**src/rtl/serial_sub_if.sv**
```systemverilog
// serial_sub_if: operand/result bundle between a requester and the bit-serial subtractor
interface serial_sub_if #(parameter int WIDTH = 8);
    logic             start;
    logic [WIDTH-1:0] a;
    logic [WIDTH-1:0] b;
    logic             busy;
    logic             done;
    logic [WIDTH-1:0] diff;
    logic             borrow;
    modport master (output start, a, b, input busy, done, diff, borrow);
    modport slave (input start, a, b, output busy, done, diff, borrow);
endinterface

```
**src/rtl/serial_sub.sv**
```systemverilog
// serial_sub: bit-serial unsigned subtractor, one bit per cycle LSB first through a single fsub cell
module fsub (
    input  logic A,
    input  logic B,
    input  logic C,
    output logic SUM,
    output logic BORROW
);
    assign SUM = A ^ B ^ C;
    assign BORROW = (~A & B) | (~A & C) | (B & C);
endmodule

module serial_sub #(
    parameter int WIDTH = 8
) (
    input logic        clk,
    input logic        rst,
    serial_sub_if.slave bus
);
    localparam int CW = $clog2(WIDTH);
    typedef enum logic [1:0] {IDLE, SHIFT, FIN} state_t;
    state_t           state;
    state_t           nxt;
    logic [WIDTH-1:0] sa;
    logic [WIDTH-1:0] sb;
    logic [WIDTH-1:0] sr;
    logic [WIDTH-1:0] sr_nx;
    logic [WIDTH-1:0] diff_q;
    logic [CW-1:0]    cnt;
    logic             br;
    logic             borrow_q;
    logic             d;
    logic             bo;
    logic             last;
    logic             accept;
    fsub u_fsub (.A(sa[0]), .B(sb[0]), .C(br), .SUM(d), .BORROW(bo));
    assign last = cnt == CW'(WIDTH - 1);
    assign accept = bus.start && state != SHIFT;
    assign sr_nx = {d, sr[WIDTH-1:1]};
    assign bus.busy = state == SHIFT;
    assign bus.done = state == FIN;
    assign bus.diff = diff_q;
    assign bus.borrow = borrow_q;
    // state register
    always_ff @(posedge clk) begin
        if (rst) state <= IDLE;
        else state <= nxt;
    end
    // next state: IDLE and FIN both accept a new request, SHIFT runs until the last bit
    always_comb begin
        nxt = state;
        nxt = (state == SHIFT) ? (last ? FIN : SHIFT) : (bus.start ? SHIFT : IDLE);
    end
    // datapath: capture operands, shift one bit pair per cycle, publish result on the last bit
    always_ff @(posedge clk) begin
        if (rst) begin
            sa <= '0;
            sb <= '0;
            sr <= '0;
            br <= 1'b0;
            cnt <= '0;
            diff_q <= '0;
            borrow_q <= 1'b0;
        end else if (accept) begin
            sa <= bus.a;
            sb <= bus.b;
            sr <= '0;
            br <= 1'b0;
            cnt <= '0;
        end else if (state == SHIFT) begin
            sa <= sa >> 1;
            sb <= sb >> 1;
            sr <= sr_nx;
            br <= bo;
            cnt <= last ? cnt : cnt + CW'(1);
            if (last) begin
                diff_q <= sr_nx;
                borrow_q <= bo;
            end
        end
    end
endmodule
```
**src/flat_wrapper.sv**
```systemverilog
// flat-port wrapper written by rule: the top's interface ports become plain ports
module serial_sub_flat 
#(
    parameter int WIDTH = 8
)
  (clk, rst, bus_start, bus_a, bus_b, bus_busy, bus_done, bus_diff, bus_borrow);
  serial_sub_if #(.WIDTH(WIDTH)) bus_i ();
  input logic clk;
  input logic rst;
  input wire logic [$bits(bus_i.start)-1:0] bus_start;
  input wire logic [$bits(bus_i.a)-1:0] bus_a;
  input wire logic [$bits(bus_i.b)-1:0] bus_b;
  output wire logic [$bits(bus_i.busy)-1:0] bus_busy;
  output wire logic [$bits(bus_i.done)-1:0] bus_done;
  output wire logic [$bits(bus_i.diff)-1:0] bus_diff;
  output wire logic [$bits(bus_i.borrow)-1:0] bus_borrow;
  assign bus_i.start = bus_start;
  assign bus_i.a = bus_a;
  assign bus_i.b = bus_b;
  assign bus_busy = bus_i.busy;
  assign bus_done = bus_i.done;
  assign bus_diff = bus_i.diff;
  assign bus_borrow = bus_i.borrow;
  serial_sub #(.WIDTH(WIDTH)) u_core (.clk(clk), .rst(rst), .bus(bus_i));
endmodule
```
**config.mk**
```make
export PLATFORM = sky130hd
export DESIGN_NAME = serial_sub_flat
export DESIGN_NICKNAME = d
export VERILOG_FILES = /design/src/rtl/serial_sub_if.sv /design/src/rtl/serial_sub.sv /design/src/flat_wrapper.sv
export SDC_FILE = /design/constraint.sdc
export NUM_CORES = 1
export LEC_CHECK = 0
export ABC_AREA = 0
export CORE_ASPECT_RATIO = 0.5
export CORE_MARGIN = 1
export CORE_UTILIZATION = 55
export DETAILED_ROUTE_END_ITERATION = 8
export PLACE_DENSITY = 0.83
export SLEW_MARGIN = 20
export SYNTH_ARGS = -nofsm -noshare
export SYNTH_HDL_FRONTEND = slang
export SYNTH_SLANG_ARGS = --single-unit
```
**constraint.sdc**
```tcl
create_clock -name clk -period 2.1 [get_ports clk]
set_input_delay 0.42 -clock clk [delete_from_list [all_inputs] [get_ports clk]]
set_output_delay 0.42 -clock clk [all_outputs]
set_load 0.03 [all_outputs]
```
==> results of run 1 <==
synth_stat cells:
cell and count:
dfxtp_1 38, nand2_1 32, nor2_1 18, a21oi_1 17, mux2i_1 16, a211oi_2 15
buf_2 4, buf_6 3, ha_1 3, o21ai_0 3, buf_4 2, inv_1 2
nor3_1 2, nor3b_2 2, a211oi_1 1, a21o_1 1, and3b_1 1, buf_1 1
buf_12 1, buf_8 1, fa_1 1, nand2b_4 1, nand3b_1 1, nor2b_1 1
xnor2_1 1
registers in the layout, indices dropped and copies added, names as in the netlist:
signal / count
u_core.br: 1
u_core.bus.borrow: 1
u_core.bus.diff: 8
u_core.cnt: 3
u_core.sa: 8
u_core.sb: 8
u_core.sr: 7
u_core.state: 2
layout make-up:
class / instances / area share (%)
clock buffers: 7 / 4.28
clock inverters: 1 / 0.248
inverters: 2 / 0.372
multi-input cells: 116 / 39.1
flip-flops and latches: 38 / 37.7
well taps: 37 / 2.30
repair buffers: 32 / 16.0
cell usage in the layout, fill, tap and decap left out:
cell type / instances
dfxtp_1: 38
nand2_1: 32
clkdlybuf4s50_1: 28
nor2_1: 18
a21oi_1: 17
mux2i_1: 16
a211oi_2: 15
clkbuf_8: 6
o21ai_0: 3
ha_1: 3
buf_4: 3
inv_1: 2
nor3b_2: 2
nor3_1: 2
nand2b_4: 1
nor2b_1: 1
and3b_1: 1
nand3b_1: 1
a21o_1: 1
a211oi_1: 1
xnor2_1: 1
fa_1: 1
clkbuf_1: 1
clkinv_2: 1
buf_12: 1
report_power, final:
group / switching [mW] / total, mW / internal, mW
clock: 0.245 / 0.509 / 0.265
sequential: 0.0176 / 0.769 / 0.751
combinational: 0.0884 / 0.176 / 0.0873
total: 0.351 / 1.45 / 1.10
through the flow:
| stage | utilization [%] | hold slack (ns) | setup WS, ns | area [um^2] | cells |
|---|---|---|---|---|---|
| 2_1_floorplan | - | 0.432 | 0.820 | 1660 | 168 |
| 3_3_place_gp | 70.5 | 0.443 | 0.441 | 1930 | 225 |
| 3_5_place_dp | 70.5 | 0.448 | 0.437 | 1930 | 225 |
| 4_1_cts | 73.8 | 0.458 | 0.171 | 2020 | 233 |
| 5_1_grt | 73.8 | 0.467 | 0.118 | 2020 | 233 |
| 6_report | 73.8 | 0.455 | 0.185 | 2020 | 233 |
worst min-delay path, cell delays in order (launching register included):
cell and delay (ns):
dfxtp_1 0.31, nand2_1 0.05, a21oi_1 0.05
cell families after synthesis:
family	after synthesis	share of synthesized area, %
simple gates	58	15.6
fa+ha+maj	4	3.46
xor+xnor	1	0.526
buf+inv	14	6.92
flops	38	45.7
mux	16	9.62
compound gates	37	18.2
worst paths after layout:
path | slack (ns) | to | depth (start not counted) | start
max | 0.19 | bus_done | 2 | u_core.state[1]$_SDFF_PP0_
min | 0.46 | u_core.bus.diff[2]$_SDFFE_PP0P_ | 2 | u_core.bus.diff[2]$_SDFFE_PP0P_
max reg2reg | 0.54 | u_core.sr[7]$_SDFFE_PP0N_ | 4 | u_core.state[1]$_SDFF_PP0_
min reg2reg | 0.46 | u_core.bus.diff[2]$_SDFFE_PP0P_ | 2 | u_core.bus.diff[2]$_SDFFE_PP0P_
layer usage:
metal	part of all wire, %	wire length [um]
met1	50	1380
met2	46	1270
met3	3.6	99
met4	0.68	19
met5	0	0
==> flow_summary_export.csv, run 1 <==
group,metric,value,unit
run_status,status,"complete, no violations",
finish,multi_input_area,788,um^2
clocking,clk_pin_slew,0.07,ns
clocking,cts_hold_buf,0,
clocking,cts.repair.resized,0,
timing,maxSlewViolCount,0,
power,p_per_area,721,mW/mm^2
global_route,met2_usage,34.0,%
finish,insertedDiodeCount,0,
floorplanning,dieArea,0.00326,mm^2
clocking,cts.path.max_buffers,2,
clocking,cts_tree,"yes",
setup_path,end_kind,"primary output",
yosys,synthesized_net_count,191,
floorplanning,die_width,79.8,um
timing,setup-tns-final,0,ns
setup_path,worstSetupPathType,"reg -> out",
route,detail_route.wl_per_cell,11.9,um
yosys,synth.yosys.seq_area_share,45.7,%
route,post_drt_via_cell_ratio,5.03,
yosys,ys_warn_count,0,
route,drtAntennaViolNets,0,
global_route,grt.busiest_layer,"met2",
route,route.final.wire_length,2.78,mm
route,first_pass_iters,4,
finish,filler_cell_count,213,
setup_path,critPathMaxFanout,5,
yosys,netlist-cell-type-count,25,
clocking,cts_max_level,2,
floorplanning,rows,13,
power,p_total,1.45,mW
clocking,clock_latency,0.28,ns
timing,finalHoldViolations,0,
place,portBuffers,29,
global_route,grt_pass1_wl,4.45,mm
timing,final_critical_path_share_of_the_clock_period,91.2,%
global_route,globalRouteOverflowTotal,0,
global_route,grt.met3_usage,7.33,%
yosys,ys_top_cells_by_area,"dfxtp_1 (46%), a211oi_2 (11%), mux2i_1 (9.6%)",
floorplanning,dieHeight,40.9,um
yosys,mappedNetlistArea,0.00166,mm^2
global_route,grt.total_usage,19.1,%
power,maximum_resistive_drop_on_vdd,0.000455,V
setup_path,timing.critical_path.arrival,1.49,ns
finish,drive_gt1_share,14.8,%
global_route,met1_usage,21.5,%
yosys,post_synthesis_average_cell_area,9.91,um^2
setup_path,required,1.68,ns
clocking,cts.repair_timing.setup_buffer_count,0,
yosys,area_leader_netlist,"dfxtp_1",
yosys,netlist_instances,168,
timing,finish_stage_setup_viols,0,
floorplanning,floorplan.initialDensity,60.9,%
yosys,synth-seq-cells,38,
global_route,grt_antenna_before_repair,0,
route,dr_total_vias,1171,
route,drc,0,
setup_path,critical-path-max-stage-delay,0.67,ns
finish,seq_area,761,um^2
timing,min_period,1.91,ns
job,maxCapViolations,0,
clocking,cts_inserted_buffers,5,
place,gp_congestion,0.693,
clocking,clock_root_buffer,"clkbuf_8",
route,dr.first_iter.drc_count,40,
min_path,hold_path_class,"reg -> reg",
setup_path,worstPathCellList,"nor2b_1 -> clkdlybuf4s50_1",
setup_path,cpLargestDelayFamily,"buffers and inverters",
finish,syn2layout_area_growth,21.2,%
floorplanning,core,0.00273,mm^2
finish,finalNetCount,218,
yosys,synthDominantCellAreaShare,45.7,%
floorplanning,io_pins,30,
global_route,grt_pass1_vias,1018,
power,cellLeakagePower,0.766,nW
clocking,cts_sinks,38,
global_route,maximum_number_of_pins_on_one_net_before_global_route_repair,40,
setup_path,critPathLaunchType,"flop",
timing,fmaxAchievable,522,MHz
timing,fin_skew,0.00382,ns
timing,worst_slew_pin_tran,0.442,ns
place,dpl.hpwl,1.82,mm
setup_path,path_buf_inv,1,
timing,unrepaired_setup_endpoints_after_global_routing,"false",
setup_path,crit_slowest_cell,"clkdlybuf4s50_1",
timing,worst_slew_margin,70.6,%
Note: power is estimated with default switching activity, not from simulation.
==> run 2: changes to the inputs <==
CORE_UTILIZATION = 35   (was 55)
PLACE_DENSITY = not set   (was 0.83)
==> run 2 against run 1 <==
  * Non-clock buffer count grew 1
  * Hold slack gained 0.0016 ns
  * Sequential share of layout area shrank 0.87 points
  * Power grew 0.22%
  * Register-to-register slack gained 0.10 ns
  * Combinational power is essentially flat
  * Die area grew 55%
  * Routed wire length grew 2.7%
  * Clock skew grew 0.0040 ns
  * Sequential cell count is the same
  * Critical path type unchanged
  * Fmax grew 0.22%
==> flow_summary_export.csv, run 2 (synthesis gave the netlist of run 1 again) <==
group,metric,value,unit
setup_path,critPathLaunchType,"flop",
global_route,grt_antenna_before_repair,0,
floorplanning,dieHeight,50.8,um
global_route,met1_usage,16.2,%
finish,finish.instance_area,0.00206,mm^2
finish,final_cell_mix,"dfxtp_1 (38), nand2_1 (32), clkdlybuf4s50_1 (28)",
timing,min_period,1.91,ns
setup_path,timing.critical_path.arrival,1.49,ns
power,p_clk_share,35.1,%
power,comb_power_share,12.2,%
global_route,grt_pass1_wl,5.05,mm
run_status,status,"complete, no violations",
min_path,hold_path_class,"reg -> reg",
clocking,cts.repair_timing.setup_buffer_count,0,
power,power.internal,1.10,mW
power,maximum_resistive_drop_on_vdd,0.000269,V
power,p_total,1.46,mW
clocking,cts.path.max_buffers,2,
setup_path,worstPathCellList,"nor2b_1 -> clkdlybuf4s50_1",
global_route,maximum_number_of_pins_on_one_net_before_global_route_repair,30,
timing,final_worst_path_setup_slack,0.189,ns
finish,drive_gt1_share,15.7,%
power,switching_share,24.2,%
clocking,clock_latency,0.28,ns
clocking,cts_hold_buf,0,
timing,hold-worst-slack,0.457,ns
clocking,cts_sinks,38,
place,gp_congestion,0.745,
finish,final_common_cell,"dfxtp_1",
setup_path,crit_slowest_cell,"clkdlybuf4s50_1",
timing,worst_slew_pin_tran,0.388,ns
route,drc,0,
route,first_pass_iters,4,
floorplanning,dieArea,0.00505,mm^2
floorplanning,floorplan.initialDensity,37.1,%
finish,finalNetCount,219,
floorplanning,rows,17,
global_route,grt.met3_usage,4.60,%
place,dpl_cell_area,0.00197,mm^2
global_route,grt_pass1_vias,1096,
route,dr_total_vias,1213,
global_route,globalRouteOverflowTotal,0,
place,dpl.hpwl,1.99,mm
timing,finish_stage_setup_viols,0,
place,post-place-ws,0.327,ns
setup_path,worstSetupPathType,"reg -> out",
route,drtAntennaViolNets,0,
clocking,cts_tree,"yes",
finish,syn2layout_area_growth,24.1,%
timing,maxSlewViolCount,0,
floorplanning,die_width,99.5,um
power,power.net_switching,353,uW
timing,unrepaired_setup_endpoints_after_global_routing,"false",
timing,worst_slew_margin,74.1,%
timing,setup-tns-final,0,ns
route,post_drt_via_cell_ratio,4.61,
setup_path,critPathMaxFanout,5,
floorplanning,core,0.00449,mm^2
route,route.final.wire_length,2.85,mm
setup_path,cpLargestDelayFamily,"buffers and inverters",
global_route,met2_usage,22.0,%
setup_path,end_kind,"primary output",
global_route,grt.busiest_layer,"met2",
clocking,cts.repair.resized,0,
clocking,clk_pin_slew,0.08,ns
timing,fmaxAchievable,523,MHz
setup_path,required,1.68,ns
route,dr.first_iter.drc_count,19,
power,power.sequential.fraction,52.7,%
power,p_per_area,706,mW/mm^2
timing,final_critical_path_share_of_the_clock_period,91.0,%
setup_path,critical-path-max-stage-delay,0.67,ns
job,maxCapViolations,0,
place,portBuffers,29,
floorplanning,io_pins,30,
route,detail_route.wl_per_cell,10.8,um
timing,fin_skew,0.00781,ns
global_route,grt.total_usage,13.2,%
clocking,cts_inserted_buffers,5,
setup_path,path_buf_inv,1,
clocking,clock_root_buffer,"clkbuf_8",
finish,insertedDiodeCount,0,
clocking,cts_max_level,2,
timing,finalHoldViolations,0,
power,cellLeakagePower,0.770,nW
## run 2: changes by cell type in the layout (fill, tap and decap cells not counted)
cell	change
clkinvlp_4	+1
clkbuf_1	-1
buf_4	+1
## run 2: path summary, 6_finish.rpt
path | slack [ns] | to | cells past startpoint | from
hold reg to reg | 0.46 | u_core.bus.diff[6]$_SDFFE_PP0P_ | 2 | u_core.bus.diff[6]$_SDFFE_PP0P_
hold / removal | 0.46 | u_core.bus.diff[6]$_SDFFE_PP0P_ | 2 | u_core.bus.diff[6]$_SDFFE_PP0P_
setup / recovery | 0.19 | bus_done | 2 | u_core.state[1]$_SDFF_PP0_
setup reg to reg | 0.64 | u_core.bus.diff[7]$_SDFFE_PP0P_ | 5 | u_core.cnt[0]$_SDFFE_PP0P_
## run 2: cell type report
class	count	area [um^2]
Fill cell	454	2420
Inverter	2	7.51
Sequential cell	38	761
Clock inverter	2	12.5
Tap cell	66	82.6
Timing Repair Buffer	33	330
Multi-Input combinational cell	116	788
Clock buffer	6	82.6
## run 2: layer usage
layer	vias to the layer above	wire length, um
met4	0	18
met5	-	0
met3	2	141
met1	551	1450
met2	27	1240
li1	633	-
## run 2: worst reg2reg max path: stages, from the launching register on
cell      delay (ns)
dfxtp_1         0.35
ha_1            0.19
ha_1            0.17
and3b_1         0.39
nor2_1          0.09
a211oi_2        0.19
## run 2: power groups by stage
stage	Combinational [mW]	Sequential [mW]	Clock, mW
after floorplan	0.137	0.781	0
after global placement	0.178	0.784	0
after detailed placement	0.180	0.784	0
after CTS	0.181	0.768	0.531
after global routing	0.197	0.772	0.569
final	0.178	0.768	0.511
## run 2: metrics by stage
step,cells,utilization (%)
after global placement,255,43.9
after detailed placement,255,43.9
final,263,46.0
after floorplan,168,-
after global routing,263,46.0
after CTS,263,46.0
